==> src/rtl/motor_pkg.sv <==
`default_nettype none
// ============================================================================
// Package    : motor_pkg
// Description: Command codes shared with the car-control FSM and the motor
//              driver state encoding.
// Revision   : 1.0 - initial release
// ============================================================================
package motor_pkg;

    localparam logic [2:0] M1_STOP     = 3'd0;
    localparam logic [2:0] M1_SLOW     = 3'd1;
    localparam logic [2:0] M1_MED      = 3'd2;
    localparam logic [2:0] M1_HIGH     = 3'd3;
    localparam logic [2:0] M1_REV      = 3'd4;

    localparam logic [1:0] M2_STRAIGHT = 2'd0;
    localparam logic [1:0] M2_RIGHT    = 2'd1;
    localparam logic [1:0] M2_LEFT     = 2'd2;

    localparam logic [1:0] S_OFF       = 2'd0;
    localparam logic [1:0] S_FWD       = 2'd1;
    localparam logic [1:0] S_REV       = 2'd2;
    localparam logic [1:0] S_DRAIN     = 2'd3;

endpackage
`default_nettype wire

==> src/rtl/pwm_channel.sv <==
`default_nettype none
// ============================================================================
// Module     : pwm_channel
// Description: One wheel PWM output: period-aligned duty shadow compared
//              against the shared counter, with an immediate force-to-zero.
// Revision   : 1.0 - initial release
// ============================================================================
module pwm_channel #(
    parameter int PWM_W = 8
) (
    input  logic             clk,
    input  logic             clr,
    input  logic [PWM_W-1:0] cnt,
    input  logic [PWM_W-1:0] duty,
    input  logic             load,
    input  logic             force0,
    output logic             pwm
);

    logic [PWM_W-1:0] r_shadow;

    always_ff @(posedge clk) begin
        if (clr || force0) begin
            r_shadow <= '0;
        end else if (load) begin
            r_shadow <= duty;
        end
    end

    assign pwm = (cnt < r_shadow);

endmodule
`default_nettype wire

==> src/rtl/motor_pwm_driver.sv <==
`default_nettype none
// ============================================================================
// Module     : motor_pwm_driver
// Description: Turns control-FSM commands into wheel PWM/direction with safe
//              reversal, plus brake and blinking indicator lamps.
//              Duty ramping is built only when MOTOR_RAMP_EN is defined.
// Revision   : 1.0 - initial release
// ============================================================================
module motor_pwm_driver
    import motor_pkg::*;
#(
    parameter int PWM_W      = 8,
    parameter int DUTY_SLOW  = 64,
    parameter int DUTY_MED   = 128,
    parameter int DUTY_HIGH  = 255,
    parameter int RAMP_DIV   = 16,
    parameter int RAMP_STEP  = 8,
    parameter int BLINK_HALF = 25_000_000
) (
    input  logic       clk,
    input  logic       clr,
    input  logic       E,
    input  logic [2:0] M1,
    input  logic [1:0] M2,
    input  logic       TL,
    input  logic       RH,
    input  logic       LH,
    output logic       pwm_l,
    output logic       pwm_r,
    output logic       dir_l,
    output logic       dir_r,
    output logic       brake_lamp,
    output logic       ind_l,
    output logic       ind_r,
    output logic       at_speed
);

    localparam logic [PWM_W-1:0] c_CNT_MAX    = '1;
    localparam int               c_BLINK_W    = (BLINK_HALF > 1) ? $clog2(BLINK_HALF) : 1;
    localparam logic [c_BLINK_W-1:0] c_BLINK_LAST = c_BLINK_W'(BLINK_HALF - 1);

    logic [1:0]           r_state, w_state_nxt;
    logic                 r_dir;
    logic [PWM_W-1:0]     r_cur, w_cur_nxt;
    logic [PWM_W-1:0]     w_tgt, w_eff_tgt, w_duty_l, w_duty_r;
    logic [PWM_W-1:0]     r_cnt;
    logic                 w_tdir, w_load, w_force0, w_drain_done;
    logic [c_BLINK_W-1:0] r_blink;
    logic                 r_phase;

    always_comb begin
        w_tgt = '0;
        if (E) begin
            case (M1)
                M1_SLOW, M1_REV: w_tgt = PWM_W'(DUTY_SLOW);
                M1_MED:          w_tgt = PWM_W'(DUTY_MED);
                M1_HIGH:         w_tgt = PWM_W'(DUTY_HIGH);
                default:         w_tgt = '0;
            endcase
        end
    end

    assign w_tdir       = (M1 == M1_REV);
    // Wheels must coast to zero before the direction is allowed to change.
    assign w_eff_tgt    = (r_state == S_DRAIN || w_tdir != r_dir) ? '0 : w_tgt;
    assign w_drain_done = (r_state == S_DRAIN) && (r_cur == '0);
    assign w_force0     = !E || (r_state == S_OFF) || w_drain_done;
    assign w_load       = (r_cnt == c_CNT_MAX);

    always_comb begin
        w_state_nxt = r_state;
        if (!E) begin
            w_state_nxt = S_OFF;
        end else begin
            case (r_state)
                S_OFF:        w_state_nxt = w_tdir ? S_DRAIN : S_FWD;
                S_FWD, S_REV: if (w_tdir != r_dir) w_state_nxt = S_DRAIN;
                default:      if (r_cur == '0) w_state_nxt = w_tdir ? S_REV : S_FWD;
            endcase
        end
    end

`ifdef MOTOR_RAMP_EN
    localparam int               c_DIV_W    = (RAMP_DIV > 1) ? $clog2(RAMP_DIV) : 1;
    localparam logic [c_DIV_W-1:0] c_DIV_LAST = c_DIV_W'(RAMP_DIV - 1);
    localparam logic [PWM_W-1:0] c_STEP     = PWM_W'(RAMP_STEP);

    logic [c_DIV_W-1:0] r_div;
    logic               w_tick, w_ramp_down, r_brake_hold;

    assign w_tick = (r_div == c_DIV_LAST);

    always_ff @(posedge clk) begin
        if (clr || w_tick) begin
            r_div <= '0;
        end else begin
            r_div <= r_div + 1'b1;
        end
    end

    always_comb begin
        w_cur_nxt   = r_cur;
        w_ramp_down = 1'b0;
        if (w_tick) begin
            if (r_cur < w_eff_tgt) begin
                w_cur_nxt = (w_eff_tgt - r_cur > c_STEP) ? r_cur + c_STEP : w_eff_tgt;
            end else if (r_cur > w_eff_tgt) begin
                w_cur_nxt   = (r_cur - w_eff_tgt > c_STEP) ? r_cur - c_STEP : w_eff_tgt;
                w_ramp_down = 1'b1;
            end
        end
    end

    always_ff @(posedge clk) begin
        if (clr) begin
            r_brake_hold <= 1'b0;
        end else if (w_ramp_down && !w_force0) begin
            r_brake_hold <= 1'b1;
        end else if (w_load) begin
            r_brake_hold <= 1'b0;
        end
    end

    assign brake_lamp = TL | r_brake_hold;
`else
    logic w_unused_ramp;

    assign w_cur_nxt     = w_eff_tgt;
    assign w_unused_ramp = ^{RAMP_DIV, RAMP_STEP};
    assign brake_lamp    = TL;
`endif

    always_ff @(posedge clk) begin
        if (clr) begin
            r_state <= S_OFF;
            r_dir   <= 1'b0;
            r_cur   <= '0;
            r_cnt   <= '0;
        end else begin
            r_state <= w_state_nxt;
            r_cnt   <= r_cnt + 1'b1;
            r_cur   <= w_force0 ? '0 : w_cur_nxt;
            if (w_drain_done && E) begin
                r_dir <= w_tdir;
            end
        end
    end

    always_comb begin
        w_duty_l = r_cur;
        w_duty_r = r_cur;
        if (M2 == M2_LEFT) begin
            w_duty_l = r_cur >> 1;
        end else if (M2 == M2_RIGHT) begin
            w_duty_r = r_cur >> 1;
        end
    end

    pwm_channel #(.PWM_W(PWM_W)) u_pwm_l (
        .clk    (clk),
        .clr    (clr),
        .cnt    (r_cnt),
        .duty   (w_duty_l),
        .load   (w_load),
        .force0 (w_force0),
        .pwm    (pwm_l)
    );

    pwm_channel #(.PWM_W(PWM_W)) u_pwm_r (
        .clk    (clk),
        .clr    (clr),
        .cnt    (r_cnt),
        .duty   (w_duty_r),
        .load   (w_load),
        .force0 (w_force0),
        .pwm    (pwm_r)
    );

    // Blink phase restarts at "off" whenever both requests drop.
    always_ff @(posedge clk) begin
        if (clr || !(RH || LH)) begin
            r_blink <= '0;
            r_phase <= 1'b0;
        end else if (r_blink == c_BLINK_LAST) begin
            r_blink <= '0;
            r_phase <= ~r_phase;
        end else begin
            r_blink <= r_blink + 1'b1;
        end
    end

    assign dir_l    = r_dir;
    assign dir_r    = r_dir;
    assign ind_l    = LH & r_phase;
    assign ind_r    = RH & r_phase;
    assign at_speed = (r_cur == w_tgt) && (r_state != S_DRAIN);

endmodule
`default_nettype wire

==> config.mk <==
export PLATFORM = sky130hd
export DESIGN_NAME = motor_pwm_driver
export DESIGN_NICKNAME = d
export VERILOG_FILES = /design/src/rtl/motor_pkg.sv /design/src/rtl/pwm_channel.sv /design/src/rtl/motor_pwm_driver.sv
export SDC_FILE = /design/constraint.sdc
export NUM_CORES = 1
export LEC_CHECK = 0
export ABC_CLOCK_PERIOD_IN_PS = 2400
export BUFFER_PORTS_ARGS = -buffer_cell sky130_fd_sc_hd__buf_2
export CAP_MARGIN = 40
export CORE_MARGIN = 1.5
export CORE_UTILIZATION = 24
export CTS_BUF_LIST = sky130_fd_sc_hd__clkbuf_8
export DETAILED_ROUTE_END_ITERATION = 10
export PLACE_DENSITY = 0.48
export SLEW_MARGIN = 20
export SYNTH_ARGS = -nofsm -noshare
export SYNTH_HDL_FRONTEND = slang
export SYNTH_HIERARCHICAL = 1
export SYNTH_SLANG_ARGS = --single-unit
==> constraint.sdc <==
create_clock -name clk -period 2.4 [get_ports clk]
set_clock_uncertainty 0.2 [all_clocks]
set_input_delay 0.48 -clock clk [delete_from_list [all_inputs] [get_ports clk]]
set_output_delay 0.48 -clock clk [all_outputs]
set_load 0.02 [all_outputs]
==> flow_summary.json <==
{
  "die_w_um": 113,
  "globalRoute.totalOverflow": 0,
  "power_per_cell_area_nw_per_um2": 495,
  "yosysUniqueCellTypes": 42,
  "count_of_standard_cell_rows": 39,
  "dp_slack_ns": 0.245,
  "drcViolationCount": 0,
  "antenna_cells_inserted": 0,
  "drtPass1Iterations": 4,
  "worst_hold_path_stage_count": 2,
  "number_of_max_capacitance_violations_reported": 0,
  "placed_cells_incl_taps": 482,
  "drt-wirelength-per-cell_um": 11.8,
  "syn_area_sq_um": 2900,
  "timing_worst_slew_pin_value_ns": 0.537,
  "synth_area_per_cell_sq_um": 8.78,
  "timing.fmax_mhz": 431,
  "cp-start-kind": "flip-flop",
  "finalWeightedCongestion": 0.727,
  "cts.root.buffer_cell": "sky130_fd_sc_hd__clkbuf_8",
  "fin_setup_tns_ns": 0,
  "final-max-slew-violation-count": 0,
  "total_nets_after_synthesis": 359,
  "internal_pwr_total_mw": 1.25,
  "clkSlewWorstSetupHoldPaths_ns": 0.10,
  "netSwitchingFraction_pct": 23.1,
  "power.static_leakage_nw": 1.10,
  "floorplan.io_pins": 19,
  "core_area_sq_um": 11600,
  "detailedRoute.firstIterationViolations": 103,
  "yosys_warnings": 6,
  "status": "finished, final reports clean",
  "ys_top_cells_by_area": "sky130_fd_sc_hd__dfxtp_1 (39%), sky130_fd_sc_hd__ha_1 (7.8%), sky130_fd_sc_hd__nor2_1 (6.6%), sky130_fd_sc_hd__mux2i_1 (6.2%), sky130_fd_sc_hd__xnor2_1 (5.7%)",
  "setup_repair_after_global_routing_missed_its_margin": "no",
  "finalSetupViolations": 0,
  "crit_arrival_ns": 1.64,
  "hpwl_after_detailed_placement_um": 4210,
  "finalHoldViolations": 0,
  "grt_first_pass_wirelength_um": 9910,
  "portBuffers": 16,
  "netlist_instances": 330,
  "timing.setup.critical_path_class": "flip-flop to output pin",
  "clock_power_share_pct": 34.5,
  "clock-sinks": 56,
  "tritoncts_clock_tree": "done",
  "final_cell_count_no_fill": 490,
  "irDropWorstVdd_uv": 271,
  "track_usage_pct": 9.42,
  "crit_required_ns": 1.72,
  "synth_seq_cells": 56,
  "synthToLayoutAreaGrowth_pct": 13.1,
  "worst_case_reg_to_reg_path_depth": 5,
  "yosysTopAreaCell": "sky130_fd_sc_hd__dfxtp_1",
  "fp.dieArea_sq_um": 12700,
  "holdCritPathClass": "input port to flip-flop",
  "hold_buffers": 0,
  "power_frac_seq_pct": 58.5,
  "worst_slack_ns": 0.0804,
  "fin_crit_ns": 2.32,
  "cp-end-kind": "output pin",
  "design.final.nets": 376,
  "timing.slew.headroom_pct": 63.9,
  "power_frac_comb_pct": 7.0,
  "floorplan.initialDensity_pct": 25.0,
  "yosysTopAreaCellShare_pct": 38.7,
  "grt_start_max_net_pins": 25,
  "layout-drive-gt1-share_pct": 14.1,
  "switchingPower_mw": 0.374,
  "vias": 2247,
  "crit_path_max_fanout": 2,
  "grt_antenna_before_repair": 0,
  "viasPerCell": 4.59,
  "timing.final.crit_share_pct": 96.6,
  "vert_die_dim_um": 113,
  "seq_area_frac_synth_pct": 38.7,
  "clock_buffers_created_by_tritoncts": 5,
  "drt_wl_total_um": 5800,
  "detail-route-antenna-nets": 0,
  "first_global_vias": 2190,
  "clk_latency_ns": 0.31,
  "number_of_buffers_between_clock_root_and_the_deepest_sink": 2,
  "cts_htree_levels": 2
}
layout by cell type, fill, tap and decap left out, drive strengths merged:
master,netlist,final
and4,1,1
nand2b,2,2
o221a,2,2
or3,9,9
o21bai,2,2
nor4b,1,1
nor3,8,8
or4,5,5
o21ai,12,12
clkbuf,5,7
mux2i,18,18
nor2b,5,5
or2,2,2
a21oi,14,14
xnor2,19,19
a41oi,2,2
nand2,15,15
a31oi,1,1
inv,21,21
nor4bb,1,1
o31ai,4,4
and3b,1,1
nor2,51,51
nor4,3,3
ha,18,18
dfxtp,56,56
mux2,5,5
a211oi,2,2
and3,5,5
buf,7,22
nand3,10,10
nand3b,1,1
xor2,5,5
nand4,10,10
and2,5,5
nor3b,2,2
final cells by class:
class / count / area [sq um]
Multi-Input combinational cell: 241 / 1660
Fill cell: 1250 / 8340
Timing Repair Buffer: 22 / 130
Sequential cell: 56 / 1130
Inverter: 21 / 78.8
Tap cell: 143 / 179
Clock buffer: 7 / 96.3
repair_timing:
action                     CTS  global route
setup endpoints to repair    2             3
buffers inserted             0             1
pin swaps                    0             2
resized for setup            1             8
cloned                       0             0
sequential cells by signal, indices dropped and copies added (netlist names):
| register | cells |
|---|---|
| dir_l | 1 |
| r_cur | 3 |
| r_phase | 1 |
| r_cnt | 8 |
| r_blink | 25 |
| u_pwm_r/r_shadow | 8 |
| u_pwm_l/r_shadow | 8 |
| r_state | 2 |
power groups by stage:
stage | combinational (mW) | clock (mW) | sequential [mW]
floorplan | 0.0791 | 0 | 0.967
global placement | 0.108 | 0 | 0.970
detailed placement | 0.109 | 0 | 0.971
CTS | 0.110 | 0.586 | 0.949
global route | 0.126 | 0.625 | 0.951
finish | 0.114 | 0.560 | 0.948
logic make-up (layout without fill, tap and decap cells):
| logic type | after synthesis | count (layout) | share of synthesized area [%] |
|---|---|---|---|
| compound gates | 39 | 39 | 8.51 |
| xor+xnor | 24 | 24 | 7.25 |
| simple gates | 137 | 137 | 24.9 |
| flops | 56 | 56 | 38.7 |
| buf+inv | 33 | 50 | 4.75 |
| mux | 23 | 23 | 8.16 |
| fa+ha+maj | 18 | 18 | 7.77 |
path summary, 6_finish.rpt:
check,start,end,slack [ns]
setup / recovery,u_pwm_r/r_shadow[5],pwm_r,0.08
hold / removal,M1[0],r_cur[5],0.22
setup reg to reg,r_blink[0],r_blink[24],0.23
hold reg to reg,r_blink[0],r_blink[0],0.29
stage by stage:
step / hold WS (ns) / utilization (%) / power [mW] / instance area [sq um]
6_report: 0.221 / 28.2 / 1.62 / 3280
5_1_grt: 0.231 / 28.2 / 1.70 / 3280
4_1_cts: 0.208 / 27.9 / 1.65 / 3240
3_5_place_dp: 0.269 / 27.0 / 1.08 / 3140
3_3_place_gp: 0.254 / 27.0 / 1.08 / 3140
2_1_floorplan: 0.238 / - / 1.05 / 2900
Yosys cell counts:
cell and number:
sky130_fd_sc_hd__a31oi_1 1, sky130_fd_sc_hd__a211oi_2 2, sky130_fd_sc_hd__o21ai_0 10, sky130_fd_sc_hd__or3_1 9
sky130_fd_sc_hd__xor2_1 5, sky130_fd_sc_hd__nand3_2 1, sky130_fd_sc_hd__inv_1 21, sky130_fd_sc_hd__mux2_2 5
sky130_fd_sc_hd__xnor2_1 19, sky130_fd_sc_hd__nor2_1 51, sky130_fd_sc_hd__nor2b_1 5, sky130_fd_sc_hd__buf_2 5
sky130_fd_sc_hd__and2_1 5, sky130_fd_sc_hd__and3_1 5, sky130_fd_sc_hd__nand4_1 8, sky130_fd_sc_hd__or2_1 2
sky130_fd_sc_hd__buf_4 2, sky130_fd_sc_hd__nand2_1 15, sky130_fd_sc_hd__nor4b_1 1, sky130_fd_sc_hd__dfxtp_1 56
sky130_fd_sc_hd__o21ai_1 2, sky130_fd_sc_hd__nand3b_1 1, sky130_fd_sc_hd__nand4_2 1, sky130_fd_sc_hd__o221a_2 2
sky130_fd_sc_hd__nor3b_1 2, sky130_fd_sc_hd__nor3_1 8, sky130_fd_sc_hd__and4_1 1, sky130_fd_sc_hd__and3b_1 1
sky130_fd_sc_hd__a41oi_1 2, sky130_fd_sc_hd__clkbuf_1 5, sky130_fd_sc_hd__o31ai_1 4, sky130_fd_sc_hd__a21oi_1 14
sky130_fd_sc_hd__mux2i_1 18, sky130_fd_sc_hd__or4_1 4, sky130_fd_sc_hd__ha_1 18, sky130_fd_sc_hd__nand3_1 9
sky130_fd_sc_hd__nor4_1 3, sky130_fd_sc_hd__nand2b_1 2, sky130_fd_sc_hd__or4_4 1, sky130_fd_sc_hd__o21bai_1 2
sky130_fd_sc_hd__nand4_4 1, sky130_fd_sc_hd__nor4bb_1 1
critical path, cell delays in order, from the launching register on:
cell,delay [ns]
sky130_fd_sc_hd__dfxtp_1,0.35
sky130_fd_sc_hd__inv_1,0.06
sky130_fd_sc_hd__ha_1,0.31
sky130_fd_sc_hd__a21oi_1,0.15
sky130_fd_sc_hd__o21ai_0,0.13
sky130_fd_sc_hd__a41oi_2,0.17
sky130_fd_sc_hd__buf_4,0.16
layer usage:
metal	wire, um	global-route usage (%)	up-vias
li1	-	-	1174
met3	121	2.41	8
met5	0	0	-
met1	2990	12.2	1050
met4	55	2.25	0
met2	2630	15.8	15
Note: power is estimated with default switching activity, not from simulation.
